**src/rtl/uart_pkg.sv**
```systemverilog
// uart_pkg: definitions shared by uart_rx and uart_tx.
// Contents:
//   state_t   - receiver FSM state encoding (IDLE, START, DATA, STOP, BREAK)
//   IDLE_BIT  - line level while no frame is being sent
//   START_BIT - line level of the start bit
//   END_BIT   - line level of the stop bit
package uart_pkg;

  typedef enum logic [2:0] {
    IDLE  = 3'd0,
    START = 3'd1,
    DATA  = 3'd2,
    STOP  = 3'd3,
    BREAK = 3'd4
  } state_t;

  localparam logic IDLE_BIT  = 1'b1;
  localparam logic START_BIT = 1'b0;
  localparam logic END_BIT   = 1'b1;

endpackage

```
**src/rtl/sync_2ff.sv**
```systemverilog
// sync_2ff: generic two-flop synchronizer for a single asynchronous bit.
// Parameters:
//   RESET_VAL - value both flops take on reset (choose the idle level of the input)
// Ports:
//   clk - destination clock
//   rst - synchronous, active-high reset
//   d   - asynchronous input
//   q   - synchronized output, two clk cycles behind d
module sync_2ff #(
  parameter logic RESET_VAL = 1'b1
) (
  input  logic clk,
  input  logic rst,
  input  logic d,
  output logic q
);

  logic meta;

  // Two-stage shift register: the first stage may go metastable, the second gives it a cycle to settle.
  always_ff @(posedge clk) begin
    if (rst) begin
      meta <= RESET_VAL;
      q    <= RESET_VAL;
    end else begin
      meta <= d;
      q    <= meta;
    end
  end

endmodule

```
**src/rtl/uart_rx.sv**
```systemverilog
// uart_rx: 8N1-style asynchronous serial receiver, LSB first, oversampled at
// CLKS_PER_BIT clocks per bit and resolved at mid-bit.
// Parameters:
//   WIDTH        - data bits per frame
//   CLKS_PER_BIT - i_clk cycles per bit period (4 or more)
// Ports:
//   i_clk       - system clock, rising edge
//   i_rst       - synchronous, active-high reset
//   i_uart_rx   - serial line, asynchronous, idles high
//   i_rd        - consumer takes o_data this cycle (ignored while o_valid=0)
//   o_data      - last received word, LSB = first data bit
//   o_valid     - o_data holds an unread word
//   o_busy      - a frame is in progress
//   o_frame_err - one-cycle pulse: stop bit sampled low
//   o_overrun   - one-cycle pulse: frame completed while an unread word was held
module uart_rx
  import uart_pkg::*;
#(
  parameter int WIDTH        = 8,
  parameter int CLKS_PER_BIT = 16
) (
  input  logic             i_clk,
  input  logic             i_rst,
  input  logic             i_uart_rx,
  input  logic             i_rd,
  output logic [WIDTH-1:0] o_data,
  output logic             o_valid,
  output logic             o_busy,
  output logic             o_frame_err,
  output logic             o_overrun
);

  localparam int CW = $clog2(CLKS_PER_BIT);
  localparam int BW = $clog2(WIDTH + 1);

  localparam logic [CW-1:0] HALF_M1  = CW'(CLKS_PER_BIT / 2 - 1);
  localparam logic [CW-1:0] FULL_M1  = CW'(CLKS_PER_BIT - 1);
  localparam logic [BW-1:0] LAST_BIT = BW'(WIDTH - 1);

  logic             rx_s;
  state_t           state;
  logic [CW-1:0]    clk_cnt;
  logic [BW-1:0]    bit_cnt;
  logic [WIDTH-1:0] shift;

  sync_2ff #(.RESET_VAL(IDLE_BIT)) u_sync (
    .clk (i_clk),
    .rst (i_rst),
    .d   (i_uart_rx),
    .q   (rx_s)
  );

  // Receive FSM with its counters, shift register, handshake and status pulses.
  always_ff @(posedge i_clk) begin
    if (i_rst) begin
      state       <= IDLE;
      clk_cnt     <= '0;
      bit_cnt     <= '0;
      shift       <= '0;
      o_data      <= '0;
      o_valid     <= 1'b0;
      o_busy      <= 1'b0;
      o_frame_err <= 1'b0;
      o_overrun   <= 1'b0;
    end else begin
      o_frame_err <= 1'b0;
      o_overrun   <= 1'b0;

      // A word loaded later in this block overrides this clear.
      if (i_rd && o_valid) begin
        o_valid <= 1'b0;
      end

      case (state)
        IDLE: begin
          clk_cnt <= '0;
          bit_cnt <= '0;
          if (rx_s == START_BIT) begin
            state  <= START;
            o_busy <= 1'b1;
          end
        end

        START: begin
          if (clk_cnt == HALF_M1) begin
            clk_cnt <= '0;
            bit_cnt <= '0;
            if (rx_s == START_BIT) begin
              state <= DATA;
            end else begin
              // Start bit did not survive to mid-bit: treat as line noise.
              state  <= IDLE;
              o_busy <= 1'b0;
            end
          end else begin
            clk_cnt <= clk_cnt + CW'(1);
          end
        end

        DATA: begin
          if (clk_cnt == FULL_M1) begin
            clk_cnt <= '0;
            shift   <= {rx_s, shift[WIDTH-1:1]};
            if (bit_cnt == LAST_BIT) begin
              bit_cnt <= '0;
              state   <= STOP;
            end else begin
              bit_cnt <= bit_cnt + BW'(1);
            end
          end else begin
            clk_cnt <= clk_cnt + CW'(1);
          end
        end

        STOP: begin
          if (clk_cnt == FULL_M1) begin
            clk_cnt <= '0;
            if (rx_s == END_BIT) begin
              // Leave at mid stop bit so a back-to-back start edge is not missed.
              state  <= IDLE;
              o_busy <= 1'b0;
              if (!o_valid || i_rd) begin
                o_data  <= shift;
                o_valid <= 1'b1;
              end else begin
                o_overrun <= 1'b1;
              end
            end else begin
              o_frame_err <= 1'b1;
              state       <= BREAK;
            end
          end else begin
            clk_cnt <= clk_cnt + CW'(1);
          end
        end

        BREAK: begin
          // A line held low must go high before a new start edge can count.
          if (rx_s == IDLE_BIT) begin
            state  <= IDLE;
            o_busy <= 1'b0;
          end
        end

        default: begin
          state   <= IDLE;
          clk_cnt <= '0;
          bit_cnt <= '0;
          o_busy  <= 1'b0;
        end
      endcase
    end
  end

endmodule

```
**config.mk**
```make
export PLATFORM = sky130hd
export DESIGN_NAME = uart_rx
export DESIGN_NICKNAME = d
export VERILOG_FILES = /design/src/rtl/uart_pkg.sv /design/src/rtl/sync_2ff.sv /design/src/rtl/uart_rx.sv
export SDC_FILE = /design/constraint.sdc
export NUM_CORES = 1
export LEC_CHECK = 0
export CAP_MARGIN = 10
export CORE_ASPECT_RATIO = 0.7
export CORE_MARGIN = 1.5
export CORE_UTILIZATION = 35
export DETAILED_ROUTE_END_ITERATION = 8
export RECOVER_POWER = 50
export SYNTH_ARGS = -nofsm -noshare
export SYNTH_HDL_FRONTEND = slang
export SYNTH_SLANG_ARGS = --single-unit
```
**constraint.sdc**
```tcl
create_clock -name i_clk -period 2.15 [get_ports i_clk]
set_clock_uncertainty 0.15 [all_clocks]
set_input_delay 0.3225 -clock i_clk [delete_from_list [all_inputs] [get_ports i_clk]]
set_output_delay 0.3225 -clock i_clk [all_outputs]
set_load 0.01 [all_outputs]
```
Word level (Yosys, flattened, before mapping) --
Index checks and enable logic that the tools add are counted. W data, S select, Z words.
Cells by class: $add $sub $neg 2, eq/ne operators 13, mux-type cells 28, bitwise operators 5, reduce and logical (&&, ||, !) cells 13
Operator list (count):
- $pmux W4 S3 | 2
- $mux W3 | 7
- $mux W4 | 5
- $pmux W3 S5 | 1
- $mux W1 | 11
- $ne A2 B2 Y1 const B | 5
- $add A4 B1 Y4 const B | 2
- $eq A4 B3 Y1 const B | 2
- $reduce_and A4 Y1 | 2
- $eq A3 B2 Y1 const B | 2
- $reduce_and A6 Y1 | 1
- $not A1 Y1 | 5
- $pmux W1 S5 | 1
- $eq A4 B4 Y1 const B | 1
- $reduce_or A2 Y1 | 2
- $reduce_or A4 Y1 | 1
- $eq A3 B1 Y1 const B | 1
- $eq A3 B3 Y1 const B | 1
- $logic_not A3 Y1 | 1
- $reduce_and A3 Y1 | 1
- $reduce_or A3 Y1 | 1
- $mux W2 | 1
- $ne A2 B1 Y1 const B | 1
- $reduce_and A2 Y1 | 1
- other kinds (3) | 3
Word-level totals: register bits after elaboration 33, input bits 4, output and inout port bits 12, logic and storage cells 72

Longest topological paths before layout --
depth in word-level cells 6, depth in mapped cells 6, gate-level depth less buffers 5

By module --
A second synthesis with hierarchy kept.
Unflattened totals: cell total of the unflattened synthesis 152, area, all modules 1443.9 sq um
Modules (own cells, without submodules):
- uart_rx | times used 1, cells each 148, area each 1391.3 sq um, seq. area each 620.6 sq um
- sync_2ff | times used 1, cells each 4, area each 52.6 sq um, seq. area each 40.0 sq um

Worst setup path before layout --
No wires, ideal clock.
path type flip-flop to flip-flop, start point register clk_cnt[0], end point register state[0], setup time 0.116 ns, arrival 1.400 ns, required time 1.884 ns, slack 0.484 ns, stages on the path, launching flop included 6, buffers on the path 0, period minus slack after synthesis 1.666 ns, path through dfxtp_1 ha_1 and2_4 and3_1 a311o_1 and3_1
On the way: longest elaborated chain between the ends 3, elaborated cells between the ends (all ways) 6, classes of those cells eq/ne (5); reduce/logical (1)
Ends and longest elaborated chain:
- start, declared | RTL line uart_rx.sv:42 | logic [CW-1:0] clk_cnt;
- start signal, assigned | RTL line uart_rx.sv:96 | clk_cnt <= clk_cnt + CW'(1);
- start signal, assigned | RTL line uart_rx.sv:111 | clk_cnt <= clk_cnt + CW'(1);
- start signal, assigned | RTL line uart_rx.sv:133 | clk_cnt <= clk_cnt + CW'(1);
- $eq A4 B4 Y1 / $eq A4 B3 Y1 (equally long branches) | RTL line uart_rx.sv:101, uart_rx.sv:116, uart_rx.sv:85
- $ne A2 B2 Y1 (no line)
- $reduce_and A6 Y1 (no line) (*)
- end signal, assigned | RTL line uart_rx.sv:106 | state <= STOP;
- end signal, assigned | RTL line uart_rx.sv:120 | state <= IDLE;
- end signal, assigned | RTL line uart_rx.sv:130 | state <= BREAK;
- end, declared | RTL line uart_rx.sv:41 | state_t state;
Every way passes the cells marked *; elsewhere a longest branch is shown, timed or not. A chain may end at the register's enable or synchronous reset.

Worst setup path in the final report --
start point register clk_cnt[0], end point register bit_cnt[3]
On the way: longest elaborated chain between the ends 3, elaborated cells between the ends (all ways) 5, classes of those cells eq/ne (4); reduce/logical (1)
Ends and longest elaborated chain:
- $eq A4 B4 Y1 / $eq A4 B3 Y1 (equally long branches) | RTL line uart_rx.sv:101, uart_rx.sv:85
- $ne A2 B2 Y1 (no line)
- $reduce_and A3 Y1 (no line) (*)
- end signal, assigned | RTL line uart_rx.sv:108 | bit_cnt <= bit_cnt + BW'(1);
- end, declared | RTL line uart_rx.sv:43 | logic [BW-1:0] bit_cnt;
Marked as above.

==> impl_summary.md <==
Cells and area
The net count of the finished layout is ~180. Of the cells placed in the final design, the portion with a size suffix greater than 1 is 0.112. Fill cells in the final layout number 393. The diode insertion count for antenna repair is 0.

Leaving out fill and tap cells, the most frequent cells in the layout are 33 x sky130_fd_sc_hd__dfxtp_1, 18 x sky130_fd_sc_hd__nand2_1, 17 x sky130_fd_sc_hd__nor2_1. The library cell used most frequently in the layout, excluding fill and tap cells, is sky130_fd_sc_hd__dfxtp_1. Relative to the synthesized area, the layout overhead comes to 22.1%.

Yosys
The Yosys step of the flow raised 0 warnings. The post-synth design cell area is 0.00145 mm^2. In this run, distinct cell masters in the synthesized netlist total 43. After technology mapping, the gate count stands at 159.

The number of flip-flops and latches in the synthesized netlist is 33. The share of synthesized area in the top cell type comes to 0.456. When the netlist entered floorplanning its net count stood at 165. By area the synthesized netlist is led by sky130_fd_sc_hd__dfxtp_1 46%, sky130_fd_sc_hd__mux2i_1 6.9%, sky130_fd_sc_hd__nand2_1 4.7%. The mean cell area of the mapped netlist is 9.11 um^2. The biggest area contributor in the post-synthesis netlist is sky130_fd_sc_hd__dfxtp_1. Of the synthesized area, sequential elements account for 0.456.

Worst setup path
The worst flop-to-flop path startpoint is clk_cnt[0]. The worst register-to-register path has a depth of 5. For this design, the slowest cell found on the critical path is sky130_fd_sc_hd__or4_1. The biggest cell delay along the critical path is 0.53 ns. Along the worst path, the maximum fanout reaches 6. The endpoint type of the worst setup path is a flip-flop.

For flop-to-flop paths, the worst setup slack is about 0.29 ns. The setup path with the least slack is of type flip-flop to flip-flop. The cell that appears most often on the critical path is sky130_fd_sc_hd__nand3_1. For the worst setup path, the data required time is 2.23 ns. The arrival time at the worst endpoint is 1.94 ns. In this run the critical register-to-register path is captured at bit_cnt[3]. The worst setup path is launched from a flip-flop. The signal on the critical path passes through ha_1, and2_4, nand3_1, or4_1, nand3_1.

Placed design
The routability congestion estimate is ~0.85. Detailed placement finished with a half-perimeter wire length of 2170 um. The post-placement setup slack is 0.300 ns. The count of input and output buffers is 15.

Timing
The highest achievable clock rate is roughly 540 MHz. Setup repair after global routing left no endpoint under its margin. The slew of the pin with the lowest slew margin is 0.439 ns. The final worst-path cycle share is 0.865. The worst path in the final design needs a cycle of 1.86 ns, including I/O delays and setup. Measured against its own limit, the worst slew margin works out to 0.707. The number of pins exceeding their max-slew limit in the final report was 0. The final setup slack of the worst path is about 0.29 ns. The sum of negative setup slack is 0 ns. The total count of hold-check failures in the final report was 0. The setup violation total in the final timing report is 0.

GRT
The via count of the first global-routing pass came to 1122. Across every metal layer, demand over resource in global routing totals 0.153. The total grt overflow is 0.

The initial antenna violation count is 0. The pin count of the biggest net entering global routing is 18. The first-pass GRT wire length is 5220 um.

Pwr
Of the total power, combinational logic draws 0.032. Of the total power, registers draw 0.459. The total power draw is between 1 and 1.5 mW. The switching share of power is 0.194. In this run the power spent charging and discharging nets is 0.263 mW. The internal power contribution is between 1 and 1.5 mW.

VDD sags by at most 0.310 mV. The power share of the clock group is 0.510. The analysis attributes to cell leakage a power of 0.708 nW.

Dividing total power by cell area gives a power density of approximately 770 mW/mm^2.

Clocking
The post-CTS clock slew at the launch and capture registers of the worst setup and hold paths is 0.07 ns. The number of buffers on the longest clock path is 2. In this run the clock root is driven by a sky130_fd_sc_hd__clkbuf_8. The number of H-tree levels is 2. TritonCTS built the clock tree. The number of buffers inserted by post-CTS setup repair is 0. The clock net in this run drives a total of 33 sinks. The later pin in the worst-skew pair is clocked with a latency of 0.29 ns. Clock tree synthesis inserted a total of 5 buffers.

For this design, the CTS-stage hold fixing added 0 buffers. The post-CTS resize count is 0.

Floorplanning
From left edge to right edge, the die measures 79.9 um. The die footprint is 0.00454 mm^2. The die height is ~57 um. The number of primary I/O pins is 16. The total area inside the core boundary comes to 0.00395 mm^2.

In this run the core area contains 19 standard-cell rows. The initial utilization of the core area, before any placement, comes to 0.367.

Drt
Summing over every cut layer, the via total after detailed routing is 1205. After detailed routing, the number of vias per cell comes to 5.24. In the routed design, unresolved DRC markers number 0.

The first-iteration detailed-routing DRC count is 39. Summed over all layers, the routed wires come to 3040 um. Before antenna repair, the detailed router went through 4 iterations. In the final routed layout, each cell accounts on average for 13.2 um. The antenna violation net count after detailed routing is 0.

Min path
The classification of the worst-slack hold path is flip-flop to flip-flop. The endpoint of the worst hold-timing path is u_sync.q. The startpoint of the lowest-slack hold path is u_sync.meta. The count of cells along the worst hold path is 1.

Run status
The flow ran to the end, and the final reports show no timing, DRC or antenna violations.

Flow run
Across the run, the number of max-cap violations was 0.
==> per-stage QoR <==
step	std cells	util	hold slack (ns)	area, um^2
after global routing	230	0.448	0.294	1770
after global placement	222	0.419	0.250	1650
after detailed placement	222	0.419	0.262	1650
after CTS	230	0.453	0.280	1790
final	230	0.448	0.272	1770
after floorplan	159	-	0.239	1450
==> synthesized netlist by cell type, drive strengths merged <==
| cell | n |
|---|---|
| or4 | 1 |
| a211oi | 2 |
| a21oi | 13 |
| mux2i | 10 |
| and4b | 1 |
| nand2 | 18 |
| inv | 3 |
| a32oi | 1 |
| nand4b | 1 |
| nor3 | 4 |
| maj3 | 1 |
| o21bai | 1 |
| nand4 | 1 |
| a32o | 1 |
| buf | 7 |
| o21ai | 4 |
| o2111ai | 2 |
| a311o | 1 |
| nor2 | 17 |
| and3 | 5 |
| a22oi | 1 |
| or2b | 1 |
| or3b | 1 |
| xnor2 | 1 |
| a2111oi | 1 |
| nor2b | 2 |
| clkbuf | 3 |
| nand3 | 8 |
| o311ai | 1 |
| nand2b | 2 |
| dfxtp | 33 |
| a31o | 1 |
| or2 | 3 |
| and2 | 2 |
| mux2 | 1 |
| ha | 2 |
| nor3b | 2 |
==> final cells by class <==
cell class	count	area, um^2	area share
inverters	3	11.3	0.00636
clock inverters	3	65.1	0.0368
repair buffers	21	184	0.104
well taps	52	65.1	0.0368
multi-input cells	113	714	0.404
flip-flops and latches	33	661	0.373
clock buffers	5	68.8	0.0389
==> worst max-delay path by stage <==
| stage | start | slack [ns] | endpoint |
|---|---|---|---|
| after floorplan | clk_cnt[0] | 0.48 | state[0] |
| after global placement | i_rst | 0.34 | bit_cnt[1] |
| after detailed placement | i_rst | 0.30 | bit_cnt[1] |
| after CTS | clk_cnt[0] | 0.38 | bit_cnt[3] |
| after global routing | clk_cnt[0] | 0.20 | shift[5] |
| final | clk_cnt[0] | 0.29 | bit_cnt[3] |
==> flip-flops by register name (all words and copies together) (netlist names), 3 cells and up <==
signal / cells
o_data: 8
clk_cnt: 4
shift: 8
bit_cnt: 4
state: 3
==> critical path: cells and delay by family (launching register included) <==
family	cells	cell delay, ns
adder cells (fa/ha/maj)	1	0.25
flip-flops	1	0.38
AND/OR/NAND/NOR	4	1.02
==> cells by family (layout without fill, tap and decap cells) <==
logic type               count (synthesis)  in the layout  synth area share
AO/OA/AOI/OAI                           29             29             0.142
XOR/XNOR                                 1              1           0.00605
adder cells (fa/ha/maj)                  3              3            0.0242
buffers and inverters                   13             32            0.0458
flip-flops                              33             33             0.456
multiplexers                            11             11            0.0769
AND/OR/NAND/NOR                         69             69             0.249
==> metal layers <==
metal  track usage  share of wire
met4        0.0788          0.020
met1         0.217           0.52
met2         0.200           0.41
met5             0              0
met3        0.0520          0.045
==> power by group through the flow <==
| stage | Combinational (mW) | Sequential (mW) | Clock [mW] |
|---|---|---|---|
| global route | 0.0477 | 0.625 | 0.736 |
| detailed placement | 0.0440 | 0.638 | 0 |
| global placement | 0.0432 | 0.638 | 0 |
| finish | 0.0429 | 0.624 | 0.694 |
| CTS | 0.0444 | 0.624 | 0.706 |
| floorplan | 0.0286 | 0.635 | 0 |
Note: power is estimated with default switching activity, not from simulation.
